[config.mk]
export PLATFORM = sky130hd
export DESIGN_NAME = nibble_subtractor
export DESIGN_NICKNAME = d
export VERILOG_FILES = /design/src/rtl/nibble_subtractor.sv
export SDC_FILE = /design/constraint.sdc
export NUM_CORES = 1
export LEC_CHECK = 0
export CELL_PAD_IN_SITES_DETAIL_PLACEMENT = 1
export CELL_PAD_IN_SITES_GLOBAL_PLACEMENT = 1
export CORE_MARGIN = 5
export CORE_UTILIZATION = 54
export CTS_BUF_LIST = sky130_fd_sc_hd__clkbuf_4 sky130_fd_sc_hd__clkbuf_8
export CTS_CLUSTER_DIAMETER = 150
export CTS_CLUSTER_SIZE = 20
export DETAILED_ROUTE_END_ITERATION = 10
export DONT_BUFFER_PORTS = 1
export GPL_TIMING_DRIVEN = 0
export PLACE_DENSITY_LB_ADDON = 0.1
export SLEW_MARGIN = 20
export SYNTH_ARGS = -nofsm -noshare
export SYNTH_HDL_FRONTEND = slang
export SYNTH_SLANG_ARGS = --single-unit
[constraint.sdc]
create_clock -name clk -period 5.9 [get_ports clk]
set_clock_uncertainty 0.15 [all_clocks]
set_input_delay 0.59 -clock clk [delete_from_list [all_inputs] [get_ports clk]]
set_output_delay 0.59 -clock clk [all_outputs]
set_load 0.02 [all_outputs]
[src/rtl/nibble_subtractor.sv]
// nibble_subtractor: multi-cycle A - B, one 4-bit nibble per clock, LSB first.
// The subtraction is a + ~b + 1. The borrow chain is carried between steps in
// a one-bit carry register. Start/done handshake; flags are registered at the
// final step.
module nibble_subtractor #(
   parameter int unsigned WIDTH = 32
) (
   input  logic             clk,
   input  logic             rst,
   input  logic             start,
   input  logic [WIDTH-1:0] a,
   input  logic [WIDTH-1:0] b,
   output logic             busy,
   output logic             done,
   output logic [WIDTH-1:0] diff,
   output logic             borrow,
   output logic             zero,
   output logic             negative,
   output logic             overflow
);

   localparam int unsigned NIB = WIDTH / 4;
   localparam int unsigned IW  = (NIB > 1) ? $clog2(NIB) : 1;

   typedef enum logic [1:0] {
      IDLE = 2'd0,
      RUN  = 2'd1,
      DONE = 2'd2
   } stateType;

   stateType         state;
   stateType         nextState;
   logic [WIDTH-1:0] opA;
   logic [WIDTH-1:0] opB;
   logic [IW-1:0]    idx;
   logic             carry;
   logic [IW+1:0]    nibBase;
   logic [4:0]       nibSum;
   logic [WIDTH-1:0] diffNext;
   logic             accept;
   logic             lastStep;

   // A new operation is taken only when no operation is in flight.
   assign accept   = start && ((state == IDLE) || (state == DONE));
   assign lastStep = (state == RUN) && (idx == IW'(NIB - 1));
   assign busy     = (state == RUN);
   assign done     = (state == DONE);

   // State register.
   always_ff @(posedge clk or posedge rst) begin
      // NOTE: sequential state uses non-blocking assignments so every flop samples pre-edge values.
      if (rst) state <= IDLE;
      else     state <= nextState;
   end

   // Next-state logic: RUN lasts NIB cycles, DONE exactly one.
   always_comb begin
      // NOTE: default first, so no path through the case leaves nextState unassigned (no latch).
      nextState = state;
      unique case (state)
         IDLE:    if (start) nextState = RUN;
         RUN:     if (lastStep) nextState = DONE;
         DONE:    nextState = start ? RUN : IDLE;
         default: nextState = IDLE;
      endcase
   end

   // One nibble step of a + ~b + carry; diffNext is diff with the current nibble written in.
   always_comb begin
      nibBase  = {idx, 2'b00};
      nibSum   = {1'b0, opA[nibBase +: 4]} + {1'b0, ~opB[nibBase +: 4]} + {4'b0000, carry};
      diffNext = diff;
      diffNext[nibBase +: 4] = nibSum[3:0];
   end

   // Datapath: latch operands on accept, step one nibble per RUN cycle, flags at the last step.
   always_ff @(posedge clk or posedge rst) begin
      if (rst) begin
         // NOTE: operand registers are reset too; they are only read in RUN, but this keeps them X-free.
         opA      <= '0;
         opB      <= '0;
         idx      <= '0;
         carry    <= 1'b1;
         diff     <= '0;
         borrow   <= 1'b0;
         zero     <= 1'b0;
         negative <= 1'b0;
         overflow <= 1'b0;
      end else if (accept) begin
         opA   <= a;
         opB   <= b;
         idx   <= '0;
         carry <= 1'b1;
         diff  <= '0;
      end else if (state == RUN) begin
         diff  <= diffNext;
         carry <= nibSum[4];
         idx   <= lastStep ? '0 : idx + 1'b1;
         if (lastStep) begin
            borrow   <= ~nibSum[4];
            zero     <= (diffNext == '0);
            negative <= diffNext[WIDTH-1];
            overflow <= (opA[WIDTH-1] ^ opB[WIDTH-1]) & (diffNext[WIDTH-1] ^ opA[WIDTH-1]);
         end
      end
   end

endmodule

==> metrics <==
CTS tree=built; crit path launch type=flip-flop; Die Y=106.6 um; insertion delay to the later sink of the worst-skew pair=360 ps; Power per Cell Area=702.0 nW/um2; top routing layer used=met4; Reg-to-Reg End=overflow; crit-path cells=buf_2 -> buf_1 -> mux4_2 -> mux2i_1 -> ha_1 -> nor2b_1 -> o21ai_0 -> a21boi_0 -> o31a_1 -> or3_1 -> a2bb2oi_1; Mapped Avg Cell Area=9.390 um2; Met1 Wirelength=5497 um; largest area contributor in the netlist=dfrtp_1; drc violations=0; io pins=105; crit-path max cell delay=560 ps; r2r setup slk=1860 ps; Final Setup Violations=0; antenna violations before repair=0; register share of total power=34.5%; drt first pass iters=6; final WL=13,700 um; critical path type=reg2reg; EDFF count, synth=0; die width=106.6 um; register area share after synthesis=52.63%; grt ovf=0; hold slack=176.1 ps; Finished Cell Area=5401 um2; Synth-to-Final Area Change=7.122%; Worst Path Required=6030 ps; routed length on met2=7112 um; top_reg_cell synth=dfrtp_1; Max-slew headroom=52.84%; post-CTS setup buffers=0; Final Hold Viols=0; P_sw=1.847 mW; largest net degree at the start of global routing=57; Initial DRC Count=183; pre-CTS WS=1956 ps; P_int=1.944 mW; clk buf depth=2; Hold Crit Class=in2reg; Worst R2R Start=idx[1]; Starting Density=55.09%; most frequent cell after synthesis=nand2_1; H-tree Lvls=3; Cell Rows=35; via/cell ratio=5.949; syn nets=613; Hold Path Depth=2; Core Util, Final=59.02%; post-CTS sizing=0; Synth area leaders=dfrtp_1, nand2_1, o21ai_0, mux4_2, mux4_1; RSZ-0062 raised after global routing=no; final net count=626; clock-pin slew on the worst setup and hold paths=100 ps; Final Cycle Share=68.53%; Post-synth top cells=nand2_1, dfrtp_1, o21ai_0, clkbuf_1, inv_1; Post-Layout Cell Count=665; Antenna Cells=0; routed via count=3,956; Sink Count=106; Synth Cell Area=5042 um2; Critical Path Start=idx[1]; worst setup margin=1857 ps; worst endpoint data arrival time=4170 ps; Fmax=247.3 MHz; Routability Congestion=0.8789; Setup TNS=0 ps; drt wl/cell=20.61 um; first-pass GRT wire length=22,720 um; area of the core=9153 um2; switching share of total power=48.72%; static leakage=2.682 nW; total power=3.792 mW; CTS Buf Count=9; worst setup path endpoint=overflow; dpl hpwl=10,340 um; antenna-violating nets left=0; FF+latch count, synth=106; share of cells above drive strength 1=7.401%; CP max-delay cell=buf_1; Post-Syn Instances=537; CP endpoint kind=flip-flop; vias in the first global route=4,421; run status=completed; Cell Area, Placed=5214 um2; top cell type's share of synthesized area=52.11%; Port Buf Inserts=0; hold_buf cts=1; Placed Cells=649; max-cap viol count=0; actual slew at the worst max-slew pin=704.7 ps; Final min period=4043 ps; Reg2Reg Depth=11; combinational share of power=54.4%; maximum resistive drop on vdd=0.0002732 V; overall routing resource usage=25.43%; Async SR Flop Fraction=100.0%; met3 wire length=823 um; max-slew violations=0; synth warn=0; library cells used by synthesis=52; Clk pwr share=11.0%; Root Driver=clkbuf_8; full die area=11,370 um2; worst-path maximum fanout=10
## final cells by class
class,instances,area (um2)
repair buffers,2,37.54
inverters,13,53.80
clock buffers,12,152.6
plain buffers,24,106.4
well taps,111,138.9
fillers,1066,3751
multi-input cells,394,2233
clock inverters,3,25.02
flip-flops and latches,106,2654
## flip-flops by register name, summed over array words and instances, names as in the netlist
name      cells
opA          32
carry         1
idx           3
opB          32
overflow      1
negative      1
state         2
diff         32
zero          1
borrow        1
## layout by cell type (no fill, tap or decap), drive strengths merged, types with 3 or more instances in the layout
master	netlist	layout
nor3	9	9
inv	12	13
mux4	16	16
buf	10	11
nor2	8	8
nand2	241	241
and3	3	3
mux2i	4	4
nor2b	4	4
or3	4	4
ha	7	7
a22o	8	8
nand3	4	4
dfrtp	105	105
a21oi	4	4
o22ai	3	3
nor4	4	4
nand2b	3	3
o21ai	42	42
clkbuf	14	26
## power by group through the flow
stage                     sequential (mW)  clock, mW  combinational (mW)
after floorplan                      1.24          0                1.45
after detailed placement             1.32          0                2.04
final                                1.31      0.419                2.06
after global routing                 1.34      0.457                2.28
after global placement               1.30          0                1.93
after CTS                            1.31      0.428                2.06
## kinds of logic (layout without fill, tap and decap cells)
kind of cell	count (synthesis)	in the layout	synth area share [%]
compound gates	71	71	8.735
buf+inv	37	54	3.077
flops	106	106	52.63
simple gates	291	291	23.95
mux	22	22	8.908
xor+xnor	1	1	0.1737
fa+ha+maj	9	9	2.531
## critical path: cells and delay by family (launching register included)
family / cells / cell delay [ps]
AO/OA/AOI/OAI: 4 / 1110
AND/OR/NAND/NOR: 2 / 450
buffers and inverters: 2 / 850
adder cells (fa/ha/maj): 1 / 300
multiplexers: 2 / 720
flip-flops: 1 / 390
## worst min-delay path by stage
| stage | from | end |
|---|---|---|
| final | b[1] | opB[1] |
| after global placement | opB[12] | opB[12] |
| after CTS | a[5] | opA[5] |
| after global routing | a[5] | opA[5] |
| after detailed placement | opA[23] | opA[23] |
| after floorplan | opA[21] | opA[21] |
## metal layers
metal / vias to the layer above / global-route usage (%)
li1: 1822 / -
met1: 1991 / 31.17
met2: 121 / 45.05
met3: 22 / 5.238
met4: 0 / 8.037
met5: - / 0
No activity file was read; power rests on OpenSTA's default activity.
